[src/rtl/fsm_burst_pkg.sv]
// Shared types and default parameters for the burst-read sequencer.
package fsm_burst_pkg;

  // Sequencer state encoding (3-bit, values fixed so that waveforms stay readable).
  typedef enum logic [2:0] {
    ST_IDLE = 3'd0,
    ST_READ = 3'd1,
    ST_DLY  = 3'd2,
    ST_DONE = 3'd3,
    ST_ERR  = 3'd4
  } state_e;

  localparam int BURST_W_DEF   = 4;
  localparam int RETRY_W_DEF   = 3;
  localparam int MAX_RETRY_DEF = 3;

endpackage : fsm_burst_pkg

[src/rtl/fsm_burst_rd_if.sv]
// Command/target handshake bundle of the burst-read sequencer.
// master = command issuer + target side, slave = the sequencer itself.
interface fsm_burst_rd_if
  import fsm_burst_pkg::*;
#(
  parameter int BURST_W = BURST_W_DEF
);

  logic               go;
  logic [BURST_W-1:0] burst_len;
  logic               ws;
  logic               abort;
  logic               rd;
  logic               ds;
  logic               err;
  logic               busy;
  logic [BURST_W-1:0] beat_cnt;
  logic               beat_ok;

  modport master (
    output go, burst_len, ws, abort,
    input  rd, ds, err, busy, beat_cnt, beat_ok
  );

  modport slave (
    input  go, burst_len, ws, abort,
    output rd, ds, err, busy, beat_cnt, beat_ok
  );

endinterface : fsm_burst_rd_if

[src/rtl/fsm_burst_rd.sv]
// Burst-read sequencer: issues burst_len+1 read beats per accepted go,
// retrying a beat on wait-state up to MAX_RETRY times, with abort support.
// rd/ds/err/busy are a Moore decode of the state register; beat_ok is
// the only output that looks at the live ws/abort inputs.
module fsm_burst_rd
  import fsm_burst_pkg::*;
#(
  parameter int BURST_W   = BURST_W_DEF,
  parameter int RETRY_W   = RETRY_W_DEF,
  parameter int MAX_RETRY = MAX_RETRY_DEF
) (
  input  logic           clk,
  input  logic           rst_n,
  fsm_burst_rd_if.slave  bus
);

  // The retry counter must be able to hold MAX_RETRY without wrapping.
  if (MAX_RETRY > ((32'sd1 << RETRY_W) - 32'sd1)) begin : g_bad_max_retry
    $error("fsm_burst_rd: MAX_RETRY does not fit in RETRY_W bits");
  end

  localparam logic [RETRY_W-1:0] MAX_RETRY_V = RETRY_W'(MAX_RETRY);

  state_e             state_q, state_d;
  logic [BURST_W-1:0] len_q, len_d;
  logic [BURST_W-1:0] beat_cnt_q, beat_cnt_d;
  logic [RETRY_W-1:0] retry_cnt_q, retry_cnt_d;

  // State and counter registers; reset discards any burst in flight.
  always_ff @(posedge clk or negedge rst_n) begin
    if (!rst_n) begin
      state_q     <= ST_IDLE;
      len_q       <= {BURST_W{1'b0}};
      beat_cnt_q  <= {BURST_W{1'b0}};
      retry_cnt_q <= {RETRY_W{1'b0}};
    end else begin
      state_q     <= state_d;
      len_q       <= len_d;
      beat_cnt_q  <= beat_cnt_d;
      retry_cnt_q <= retry_cnt_d;
    end
  end

  // Next-state and counter update; abort always outranks ws in READ/DLY.
  always_comb begin
    state_d     = state_q;
    len_d       = len_q;
    beat_cnt_d  = beat_cnt_q;
    retry_cnt_d = retry_cnt_q;
    case (state_q)
      ST_IDLE: begin
        if (bus.go) begin
          len_d       = bus.burst_len;
          beat_cnt_d  = {BURST_W{1'b0}};
          retry_cnt_d = {RETRY_W{1'b0}};
          state_d     = ST_READ;
        end else begin
          state_d     = ST_IDLE;
        end
      end
      ST_READ: begin
        if (bus.abort) begin
          state_d = ST_ERR;
        end else begin
          state_d = ST_DLY;
        end
      end
      ST_DLY: begin
        if (bus.abort) begin
          state_d = ST_ERR;
        end else if (bus.ws) begin
          if (retry_cnt_q == MAX_RETRY_V) begin
            state_d = ST_ERR;
          end else begin
            retry_cnt_d = retry_cnt_q + RETRY_W'(1);
            state_d     = ST_READ;
          end
        end else if (beat_cnt_q == len_q) begin
          state_d = ST_DONE;
        end else begin
          beat_cnt_d  = beat_cnt_q + BURST_W'(1);
          retry_cnt_d = {RETRY_W{1'b0}};
          state_d     = ST_READ;
        end
      end
      // Counters are cleared on the way out so beat_cnt reads 0 in IDLE.
      ST_DONE, ST_ERR: begin
        beat_cnt_d  = {BURST_W{1'b0}};
        retry_cnt_d = {RETRY_W{1'b0}};
        state_d     = ST_IDLE;
      end
      default: begin
        beat_cnt_d  = {BURST_W{1'b0}};
        retry_cnt_d = {RETRY_W{1'b0}};
        state_d     = ST_IDLE;
      end
    endcase
  end

  assign bus.rd       = (state_q == ST_READ) || (state_q == ST_DLY);
  assign bus.ds       = (state_q == ST_DONE);
  assign bus.err      = (state_q == ST_ERR);
  assign bus.busy     = (state_q != ST_IDLE);
  assign bus.beat_cnt = beat_cnt_q;
  assign bus.beat_ok  = (state_q == ST_DLY) && !bus.ws && !bus.abort;

endmodule : fsm_burst_rd
[src/flat_wrapper.sv]
// flat-port wrapper written by rule: the top's interface ports become plain ports
module fsm_burst_rd_flat import fsm_burst_pkg::*;
#(
  parameter int BURST_W   = BURST_W_DEF,
  parameter int RETRY_W   = RETRY_W_DEF,
  parameter int MAX_RETRY = MAX_RETRY_DEF
)
  (clk, rst_n, bus_go, bus_burst_len, bus_ws, bus_abort, bus_rd, bus_ds, bus_err, bus_busy, bus_beat_cnt, bus_beat_ok);
  fsm_burst_rd_if #(.BURST_W(BURST_W)) bus_i ();
  input  logic clk;
  input  logic rst_n;
  input wire logic [$bits(bus_i.go)-1:0] bus_go;
  input wire logic [$bits(bus_i.burst_len)-1:0] bus_burst_len;
  input wire logic [$bits(bus_i.ws)-1:0] bus_ws;
  input wire logic [$bits(bus_i.abort)-1:0] bus_abort;
  output wire logic [$bits(bus_i.rd)-1:0] bus_rd;
  output wire logic [$bits(bus_i.ds)-1:0] bus_ds;
  output wire logic [$bits(bus_i.err)-1:0] bus_err;
  output wire logic [$bits(bus_i.busy)-1:0] bus_busy;
  output wire logic [$bits(bus_i.beat_cnt)-1:0] bus_beat_cnt;
  output wire logic [$bits(bus_i.beat_ok)-1:0] bus_beat_ok;
  assign bus_i.go = bus_go;
  assign bus_i.burst_len = bus_burst_len;
  assign bus_i.ws = bus_ws;
  assign bus_i.abort = bus_abort;
  assign bus_rd = bus_i.rd;
  assign bus_ds = bus_i.ds;
  assign bus_err = bus_i.err;
  assign bus_busy = bus_i.busy;
  assign bus_beat_cnt = bus_i.beat_cnt;
  assign bus_beat_ok = bus_i.beat_ok;
  fsm_burst_rd #(.BURST_W(BURST_W), .RETRY_W(RETRY_W), .MAX_RETRY(MAX_RETRY)) u_core (.clk(clk), .rst_n(rst_n), .bus(bus_i));
endmodule
[config.mk]
export PLATFORM = sky130hd
export DESIGN_NAME = fsm_burst_rd_flat
export DESIGN_NICKNAME = d
export VERILOG_FILES = /design/src/rtl/fsm_burst_pkg.sv /design/src/rtl/fsm_burst_rd_if.sv /design/src/rtl/fsm_burst_rd.sv /design/src/flat_wrapper.sv
export SDC_FILE = /design/constraint.sdc
export NUM_CORES = 1
export LEC_CHECK = 0
export CELL_PAD_IN_SITES_DETAIL_PLACEMENT = 1
export CELL_PAD_IN_SITES_GLOBAL_PLACEMENT = 1
export CORE_MARGIN = 2
export CORE_UTILIZATION = 23
export CTS_CLUSTER_SIZE = 8
export DETAILED_ROUTE_END_ITERATION = 16
export PLACE_DENSITY = 0.55
export SLEW_MARGIN = 20
export SYNTH_ARGS = -nofsm -noshare
export SYNTH_HDL_FRONTEND = slang
export SYNTH_SLANG_ARGS = --single-unit
[constraint.sdc]
create_clock -name clk -period 3.8 [get_ports clk]
set_clock_uncertainty 0.05 [all_clocks]
set_input_delay 1.14 -clock clk [delete_from_list [all_inputs] [get_ports clk]]
set_output_delay 1.14 -clock clk [all_outputs]
set_load 0.01 [all_outputs]
* Word level (Yosys, flattened, before mapping)
Index checks and enable logic that the tools add are counted.
** Storage, ports and cells
- Register bits :: 14
- Input bits :: 9
- Output and inout port bits :: 9
** Operators by class
- $add $sub $neg :: 2
- Eq/ne operators :: 12
- Mux-type cells :: 18
- Bitwise operators :: 1
- Reduce and logical (&&, ||, !) cells :: 10
** Operator list (number)
- $mux 3 :: 9
- $pmux 3 s3 :: 2
- $mux 4 :: 4
- $pmux 4 s3 :: 1
- $reduce_and 5->1 :: 2
- $eq 3x2->1 const B :: 3
- $ne 2x2->1 const B :: 4
- $ne 3x3->1 const B :: 2
- $add 4x1->4 const B :: 1
- $eq 4x4->1 :: 1
- $add 3x1->3 const B :: 1
- $eq 3x1->1 const B :: 1
- $eq 3x3->1 const B :: 1
- $logic_not 3->1 :: 1
- $reduce_bool 3->1 :: 1
- $logic_and 1x1->1 :: 2
- $logic_not 1->1 :: 2
- $mux 2 :: 1
- $reduce_and 2->1 :: 1
- $logic_or 1x1->1 :: 1
- $mux 1 :: 1
- $not 1->1 :: 1

* Depth between registers and ports, before layout
Gate-level depths: netlist (run 1).
- Depth after elaboration :: 5
- Mapped depth :: 6
- Mapped depth without buffers :: 6

* Worst setup path after synthesis (run 1)
No wires, ideal clock.
- Path type :: input -> output
- From :: input port bus_abort
- To :: output port bus_beat_ok
- Data arrival time :: 1.548 ns
- Setup slack :: 1.062 ns
- Stages :: 2
- Path buffers :: 0
- Cell sequence :: or2_1 -> nor2_1
** On the way
- Word-level cells in the longest chain between the ends :: 2
** Ends and longest elaborated chain
- from (decl) :: RTL line flat_wrapper.sv:15 : input wire logic [$bits(bus_i.abort)-1:0] bus_abort;
- $logic_not 1->1 :: RTL line fsm_burst_rd.sv:105 : assign bus.beat_ok = (state_q == ST_DLY) && !bus.ws && !bus.abort;
- $logic_and 1x1->1 :: RTL line fsm_burst_rd.sv:105
- to (decl) :: RTL line flat_wrapper.sv:21 : output wire logic [$bits(bus_i.beat_ok)-1:0] bus_beat_ok;
Every way passes these cells.

* Worst setup path in the final report (run 1)
Ends and elaborated chain as after synthesis.

==> flow_summary.yaml, run 1 <==
logic_synthesis:
  synth_seq_area_share_pct: 43.3
  synth_cell_types: 32
  syn_nets: 88
  yosys_warnings: 0
  synth_seq_cells: 14
  netlist_instances: 76
  synth_area_um2: 810
  syn_area_per_cell_um2: 10.7
critical_path:
  crit_path_max_incr_delay_ns: 0.55
  crit_path_max_fanout: 3
  cp_num_buf_inv: 2
  worstPathArrival_ns: 2.49
  worstSetupStartpointType: "primary input"
  slowest_stage: "clkdlybuf4s50_1"
  crit_top_cell: "clkdlybuf4s50_1"
  worstSetupPathType: "in2out"
  cp-end-kind: "primary output"
  crit_family: "buffers and inverters"
  crit_chain: "clkdlybuf4s50_1, or2_1, nor2_1, clkdlybuf4s50_1"
  worst_ep_required_time_ns: 2.61
clock_tree:
  clkSinkCount: 14
  cts-root-buf: "clkbuf_4"
  h-tree-depth: 1
  ctsHoldBuffers: 0
  post_cts_buffers: 0
  cts_tree: "done"
  cts_made_buffers: 3
  clk_latency_ns: 0.27
  post_cts_resized: 0
  clk_pin_slew_ns: 0.08
  cts_buffer_depth: 2
sta:
  rsz0062_at_grt: "no"
  period_share_pct: 96.8
  setup_viol: 0
  worst_slack_ns: 0.122
  drv_slew: 0
  hold_viol_final: 0
  relSlewSlack_pct: 55.4
  fmax_ghz: 0.272
  setup_tns_ns: 0
  finalCriticalPeriod_ns: 3.68
  tightest_slew_ns: 0.668
global_routing:
  grt_util_all_layers_pct: 9.37
  grt_pass1_wl_um: 2970
  grt_max_degree: 15
  overflow: 0
  grt_pass1_vias: 647
  antenna_found_initial: 0
floorplanning:
  rows: 21
  top_level_ports: 18
  die_y_um: 63.3
  start_util_pct: 24.1
  core_area_um2: 3360
  die-area_um2: 4010
  die_w_um: 63.3
layout:
  finalNetCount: 109
  final_area_um2: 1050
  antenna_cells: 0
  fill_cells: 407
  multi_input_area_um2: 420
  final_util_pct: 31.1
  drive_gt1_share_pct: 16.8
  regArea_um2: 350
  syn_to_final_growth_pct: 29.4
drt:
  wl_per_cell_um: 12.8
  drt-initial-drc-count: 10
  vias: 660
  drt_first_pass_iters: 4
  drc_errors: 0
  ant_nets: 0
  via_per_inst: 4.68
  routed_wl_um: 1800
place:
  portBuffers: 17
  dp_slack_ns: 0.132
  dpl_cell_area_um2: 1020
  gp_congestion: 0.696
  hpwl_um: 1350
run_status:
  status: "finished clean"
power_and_ir_drop:
  p_leak_uw: 0.000473
  ir_worst_vdd_mv: 0.229
  finalPower_uw: 577
  power_density_nw_per_um2: 551
flow_run:
  drv_cap: 0
hold_path:
  min_path_type: "reg2reg"
## path summary, 6_finish.rpt
path / startpoint / end / slack (ns) / depth (start not counted)
worst min-delay path: u_core.retry_cnt_q[2]$_DFFE_PN0P_ / u_core.retry_cnt_q[2]$_DFFE_PN0P_ / 0.47 / 1
min in group asynchronous: rst_n / u_core.state_q[2]$_DFF_PN0_ / 1.21 / 1
worst max register to register: u_core.retry_cnt_q[0]$_DFFE_PN0P_ / u_core.retry_cnt_q[0]$_DFFE_PN0P_ / 1.88 / 6
worst min register to register: u_core.retry_cnt_q[2]$_DFFE_PN0P_ / u_core.retry_cnt_q[2]$_DFFE_PN0P_ / 0.47 / 1
worst max-delay path: bus_abort / bus_beat_ok / 0.12 / 4
max in group asynchronous: rst_n / u_core.len_q[1]$_DFFE_PN0N_ / 2.07 / 1
## through the flow
step                      hold WS [ns]  cells
after floorplan                  0.423     76
final                            0.469    141
after CTS                        0.470    141
after global placement           0.444    138
after global routing             0.492    141
after detailed placement         0.449    138
## final cells by class
type	instances	area share, %
clock buffers	3	2.15
inverters	3	1.08
multi-input cells	56	40.1
flip-flops and latches	14	33.5
well taps	46	5.50
repair buffers	19	17.7
## registers in the layout, summed over array words and instances, names as in the netlist
signal / flops
u_core.bus.beat_cnt: 4
u_core.len_q: 4
u_core.retry_cnt_q: 3
u_core.state_q: 3
## cell usage in the layout (no fill, tap or decap)
master / count
a211o_2: 1
a21o_1: 2
a21oi_1: 5
a22o_1: 2
a311o_1: 1
a31o_2: 1
a32o_1: 2
a41oi_1: 1
and2b_2: 1
and3_1: 2
and3_2: 1
and4_4: 1
buf_4: 2
clkbuf_4: 3
clkdlybuf4s50_1: 17
dfrtp_1: 14
ha_1: 3
inv_1: 3
mux2_2: 4
mux2_4: 1
nand2_1: 3
nand2b_1: 2
nor2_1: 8
nor2b_1: 1
nor3_1: 2
nor3b_1: 2
nor3b_2: 1
nor4_1: 1
o21bai_1: 1
or2_1: 1
or3_1: 1
or3b_1: 1
xnor2_1: 4
## Yosys cell counts
| library cell | n | area share, % |
|---|---|---|
| a311o_1 | 1 | 1.2 |
| nor2b_1 | 1 | 0.77 |
| ha_1 | 3 | 4.6 |
| a32o_1 | 2 | 2.5 |
| buf_6 | 2 | 2.8 |
| a31o_2 | 1 | 1.1 |
| or3b_1 | 1 | 1.1 |
| nand2_1 | 3 | 1.4 |
| nor2_1 | 8 | 3.7 |
| o21bai_1 | 1 | 0.93 |
| a22o_1 | 2 | 2.2 |
| and2b_2 | 1 | 1.1 |
| nor3b_2 | 1 | 1.5 |
| nor3b_1 | 2 | 1.9 |
| mux2_2 | 4 | 5.6 |
| dfrtp_1 | 14 | 43 |
| a21oi_1 | 5 | 3.1 |
| a21o_1 | 2 | 1.9 |
| nand2b_1 | 2 | 1.5 |
| and4_4 | 1 | 1.4 |
| buf_2 | 1 | 0.62 |
| and3_2 | 1 | 0.93 |
| or3_1 | 1 | 0.77 |
| nor3_1 | 2 | 1.2 |
| a41oi_1 | 1 | 1.1 |
| nor4_1 | 1 | 0.77 |
| a211o_2 | 1 | 1.2 |
| and3_1 | 2 | 1.5 |
| mux2_4 | 1 | 1.9 |
| xnor2_1 | 4 | 4.3 |
| inv_1 | 3 | 1.4 |
| or2_1 | 1 | 0.77 |
## metal layers
metal  track usage [%]  wire, µm
met1              11.8       832
met2              14.9       881
met3              2.14        71
met4              4.89        14
met5                 0         0
## report_power, final
part	switching (µW)	internal, µW	total, µW
Sequential	49.9	187	237
Combinational	113	144	257
Clock	46.3	36.7	83.0
## logic make-up (layout without fill, tap and decap cells)
family	Yosys count	in the layout	synth area share, %
flip-flops	14	14	43.3
buffers and inverters	6	25	4.79
XOR/XNOR	4	4	4.33
multiplexers	5	5	7.42
AND/OR/NAND/NOR	28	28	20.4
AO/OA/AOI/OAI	16	16	15.1
adder cells (fa/ha/maj)	3	3	4.64
Note: power is estimated with default switching activity, not from simulation.
==> run 2, diff against run 1 <==
--- a/config.mk
+++ b/config.mk
@@ -8,10 +8,10 @@
 export CELL_PAD_IN_SITES_DETAIL_PLACEMENT = 1
 export CELL_PAD_IN_SITES_GLOBAL_PLACEMENT = 1
 export CORE_MARGIN = 2
-export CORE_UTILIZATION = 23
+export CORE_UTILIZATION = 40
 export CTS_CLUSTER_SIZE = 8
 export DETAILED_ROUTE_END_ITERATION = 16
-export PLACE_DENSITY = 0.55
+export PLACE_DENSITY = 0.84
 export SLEW_MARGIN = 20
 export SYNTH_ARGS = -nofsm -noshare
 export SYNTH_HDL_FRONTEND = slang
==> flow_summary.yaml, run 2 (synthesis gave the netlist of run 1 again) <==
run_status:
  status: "finished clean"
clock_tree:
  cts-root-buf: "clkbuf_4"
  cts_made_buffers: 3
  ctsHoldBuffers: 0
  cts_tree: "done"
  clk_pin_slew_ns: 0.09
  clk_latency_ns: 0.29
  post_cts_resized: 0
  h-tree-depth: 1
  clkSinkCount: 14
  post_cts_buffers: 0
  cts_buffer_depth: 2
sta:
  tightest_slew_ns: 0.736
  fmax_ghz: 0.272
  finalCriticalPeriod_ns: 3.68
  setup_viol: 0
  relSlewSlack_pct: 50.8
  period_share_pct: 96.9
  rsz0062_at_grt: "no"
  drv_slew: 0
  hold_viol_final: 0
  setup_tns_ns: 0
drt:
  vias: 655
  routed_wl_um: 1880
  routed.top_layer: "met4"
  wl_per_cell_um: 15.3
  drt_first_pass_iters: 4
  wl_met3_um: 88
  via_per_inst: 5.33
  dr_wl_met2_um: 941
  wl_met1_um: 812
  ant_nets: 0
  drc_errors: 0
  drt-initial-drc-count: 21
critical_path:
  cp_num_buf_inv: 2
  crit_path_max_incr_delay_ns: 0.55
  crit_chain: "clkdlybuf4s50_1, or2_1, nor2_1, clkdlybuf4s50_1"
  worst_ep_required_time_ns: 2.61
  worstPathArrival_ns: 2.49
  cp-end-kind: "primary output"
  worstSetupPathType: "in2out"
  crit_path_max_fanout: 3
  crit_top_cell: "clkdlybuf4s50_1"
  crit_family: "buffers and inverters"
  slowest_stage: "clkdlybuf4s50_1"
  worstSetupStartpointType: "primary input"
layout:
  mostFrequentLayoutCell: "clkdlybuf4s50_1"
  fill_cells: 236
  final_cell_mix: "clkdlybuf4s50_1, dfrtp_1, nor2_1, a21oi_1"
  multi_input_area_um2: 420
  drive_gt1_share_pct: 17.7
  antenna_cells: 0
  finalNetCount: 109
  regArea_um2: 350
  syn_to_final_growth_pct: 28.1
global_routing:
  overflow: 0
  grt_max_degree: 15
  grt_util_all_layers_pct: 18.5
  antenna_found_initial: 0
  grt_pass1_vias: 710
  grt_pass1_wl_um: 3390
floorplanning:
  top_level_ports: 18
  die_y_um: 49.0
  rows: 16
  die-area_um2: 2400
  die_w_um: 49.0
  core_area_um2: 1940
  start_util_pct: 41.7
power_and_ir_drop:
  p_leak_uw: 0.000480
  finalPower_uw: 609
  ir_worst_vdd_mv: 0.341
  power_density_nw_per_um2: 587
flow_run:
  drv_cap: 0
place:
  hpwl_um: 1410
  gp_congestion: 0.732
  portBuffers: 17
hold_path:
  min_path_type: "reg2reg"
==> run 2: path summary, 6_finish.rpt <==
kind	from	slack, ns	endpoint	depth (start not counted)
hold / removal	u_core.retry_cnt_q[1]$_DFFE_PN0P_	0.47	u_core.retry_cnt_q[1]$_DFFE_PN0P_	1
setup / recovery	bus_abort	0.12	bus_beat_ok	4
max in group asynchronous	rst_n	2.09	u_core.len_q[2]$_DFFE_PN0N_	1
hold reg to reg	u_core.retry_cnt_q[1]$_DFFE_PN0P_	0.47	u_core.retry_cnt_q[1]$_DFFE_PN0P_	1
setup reg to reg	u_core.retry_cnt_q[0]$_DFFE_PN0P_	1.86	u_core.retry_cnt_q[0]$_DFFE_PN0P_	6
min in group asynchronous	rst_n	1.19	u_core.state_q[2]$_DFF_PN0_	1
==> run 2: metal layers <==
metal / vias to the layer above / GRT usage (%)
met2: 16 / 32.6
met5: - / 0
li1: 316 / -
met4: 0 / 7.14
met1: 319 / 21.1
met3: 4 / 4.91
==> run 2: cell type report <==
cell class,count,area share (%)
inverters,3,1.09
clock buffers,4,3.50
flip-flops and latches,14,33.8
multi-input cells,56,40.5
repair buffers,19,17.9
well taps,27,3.26
==> run 2: stage by stage <==
stage	hold slack, ns	area [µm²]	cells	util [%]	setup slack [ns]
after floorplan	0.423	810	76	-	1.06
after global placement	0.442	1000	119	51.5	0.123
after detailed placement	0.449	1000	119	51.5	0.121
after CTS	0.475	1040	123	53.4	0.0990
after global routing	0.509	1040	123	53.4	0.0579
final	0.470	1040	123	53.4	0.117
==> run 2: report_power, final <==
| part | switching [µW] | internal (µW) |
|---|---|---|
| logic | 114 | 144 |
| clock network | 53.1 | 58.5 |
| registers | 51.8 | 187 |
| total | 219 | 390 |
==> run 3, diff against run 2 <==
--- a/config.mk
+++ b/config.mk
@@ -8,10 +8,10 @@
 export CELL_PAD_IN_SITES_DETAIL_PLACEMENT = 1
 export CELL_PAD_IN_SITES_GLOBAL_PLACEMENT = 1
 export CORE_MARGIN = 2
-export CORE_UTILIZATION = 40
+export CORE_UTILIZATION = 37
 export CTS_CLUSTER_SIZE = 8
 export DETAILED_ROUTE_END_ITERATION = 16
-export PLACE_DENSITY = 0.84
+export PLACE_DENSITY = 0.79
 export SLEW_MARGIN = 20
 export SYNTH_ARGS = -nofsm -noshare
 export SYNTH_HDL_FRONTEND = slang
==> constraint.sdc (replaced) <==
create_clock -name clk -period 3.7 [get_ports clk]
set_clock_uncertainty 0.05 [all_clocks]
set_input_delay 1.11 -clock clk [delete_from_list [all_inputs] [get_ports clk]]
set_output_delay 1.11 -clock clk [all_outputs]
set_load 0.01 [all_outputs]
==> flow_summary.yaml, run 3 (synthesis gave the netlist of run 1 again) <==
critical_path:
  crit_chain: "clkdlybuf4s50_1, or2_1, nor2_1, clkdlybuf4s50_1"
  worst_ep_required_time_ns: 2.54
  crit_path_max_incr_delay_ns: 0.56
  worstSetupPathType: "in2out"
  cp_num_buf_inv: 2
  worstSetupStartpointType: "primary input"
  crit_family: "buffers and inverters"
  worstPathArrival_ns: 2.45
  cp-end-kind: "primary output"
  slowest_stage: "clkdlybuf4s50_1"
  crit_top_cell: "clkdlybuf4s50_1"
  crit_path_max_fanout: 2
sta:
  fmax_ghz: 0.277
  tightest_slew_ns: 0.766
  relSlewSlack_pct: 48.8
  setup_viol: 0
  hold_viol_final: 0
  finalCriticalPeriod_ns: 3.61
  setup_tns_ns: 0
  drv_slew: 0
  rsz0062_at_grt: "no"
  period_share_pct: 97.6
clock_tree:
  h-tree-depth: 1
  cts_buffer_depth: 2
  clkSinkCount: 14
  post_cts_buffers: 0
  clk_latency_ns: 0.28
  clk_pin_slew_ns: 0.08
  ctsHoldBuffers: 0
  cts_tree: "done"
  cts-root-buf: "clkbuf_4"
  post_cts_resized: 0
  cts_made_buffers: 3
floorplanning:
  die-area_um2: 2580
  start_util_pct: 40.0
  top_level_ports: 18
  rows: 16
  die_w_um: 50.8
  die_y_um: 50.8
  core_area_um2: 2020
global_routing:
  grt_util_all_layers_pct: 18.3
  antenna_found_initial: 0
  grt_max_degree: 15
  grt_pass1_wl_um: 3480
  grt_pass1_vias: 743
  overflow: 0
place:
  hpwl_um: 1490
  portBuffers: 17
  gp_congestion: 0.769
layout:
  final_util_pct: 51.0
  multi_input_area_um2: 420
  syn_to_final_growth_pct: 27.4
  antenna_cells: 0
  final_cell_mix: "clkdlybuf4s50_1, dfrtp_1, nor2_1, a21oi_1"
  drive_gt1_share_pct: 17.7
  fill_cells: 226
  regArea_um2: 350
  mostFrequentLayoutCell: "clkdlybuf4s50_1"
  finalNetCount: 110
drt:
  drc_errors: 0
  vias: 671
  routed_wl_um: 1920
  via_per_inst: 5.46
  ant_nets: 0
  drt_first_pass_iters: 4
  drt-initial-drc-count: 7
  wl_per_cell_um: 15.6
flow_run:
  drv_cap: 0
power_and_ir_drop:
  p_leak_uw: 0.000477
  ir_worst_vdd_mv: 0.281
  power_density_nw_per_um2: 585
hold_path:
  min_path_type: "reg2reg"
run_status:
  status: "finished clean"
run 3: per-stage QoR:
stage | setup slack [ns] | power, µW | cell area (µm²) | hold slack, ns | cells
2_1_floorplan | 1.02 | 426 | 810 | 0.423 | 76
3_3_place_gp | 0.0866 | 499 | 1010 | 0.443 | 120
3_5_place_dp | 0.109 | 519 | 1010 | 0.454 | 120
4_1_cts | 0.0924 | 610 | 1030 | 0.478 | 123
5_1_grt | 0.0318 | 648 | 1030 | 0.487 | 123
6_report | 0.0878 | 603 | 1030 | 0.471 | 123
run 3: final timing paths:
kind | startpoint | end | slack (ns) | cells past startpoint
min reg2reg | u_core.retry_cnt_q[1]$_DFFE_PN0P_ | u_core.retry_cnt_q[1]$_DFFE_PN0P_ | 0.47 | 1
min in group asynchronous | rst_n | u_core.len_q[1]$_DFFE_PN0N_ | 1.17 | 1
min | u_core.retry_cnt_q[1]$_DFFE_PN0P_ | u_core.retry_cnt_q[1]$_DFFE_PN0P_ | 0.47 | 1
max in group asynchronous | rst_n | u_core.bus.beat_cnt[2]$_DFFE_PN0P_ | 2.02 | 1
max reg2reg | u_core.retry_cnt_q[0]$_DFFE_PN0P_ | u_core.retry_cnt_q[0]$_DFFE_PN0P_ | 1.78 | 6
max | bus_abort | bus_beat_ok | 0.09 | 4
run 3: where the power goes:
| part | switching [µW] | internal, µW | leakage (µW) | total [µW] |
|---|---|---|---|---|
| Sequential | 51.3 | 193 | 0.000184 | 244 |
| Clock | 49.3 | 37.8 | 0.0000138 | 87.1 |
| Combinational | 123 | 149 | 0.000280 | 272 |
run 3: final cells by class:
type | count | area share [%]
Tap cell | 27 | 3.28
Timing Repair Buffer | 20 | 18.7
Clock buffer | 3 | 2.18
Inverter | 3 | 1.09
Sequential cell | 14 | 34.0
Multi-Input combinational cell | 56 | 40.8
run 3: per-layer routing:
metal,part of all wire (%),global-route usage (%),vias to the layer above
li1,-,-,317
met1,44,20.7,330
met2,52,34.0,18
met3,3.0,2.08,6
met4,1.6,8.11,0
met5,0,0,-
run 3: worst reg2reg max path, delay by kind of cell (launching register included):
kind	cells	cell delay (ns)
AOI/OAI and AO/OA	2	0.60
DFF	1	0.40
muxes	1	0.28
adders and majority gates	2	0.38
and+or+nand+nor	1	0.10
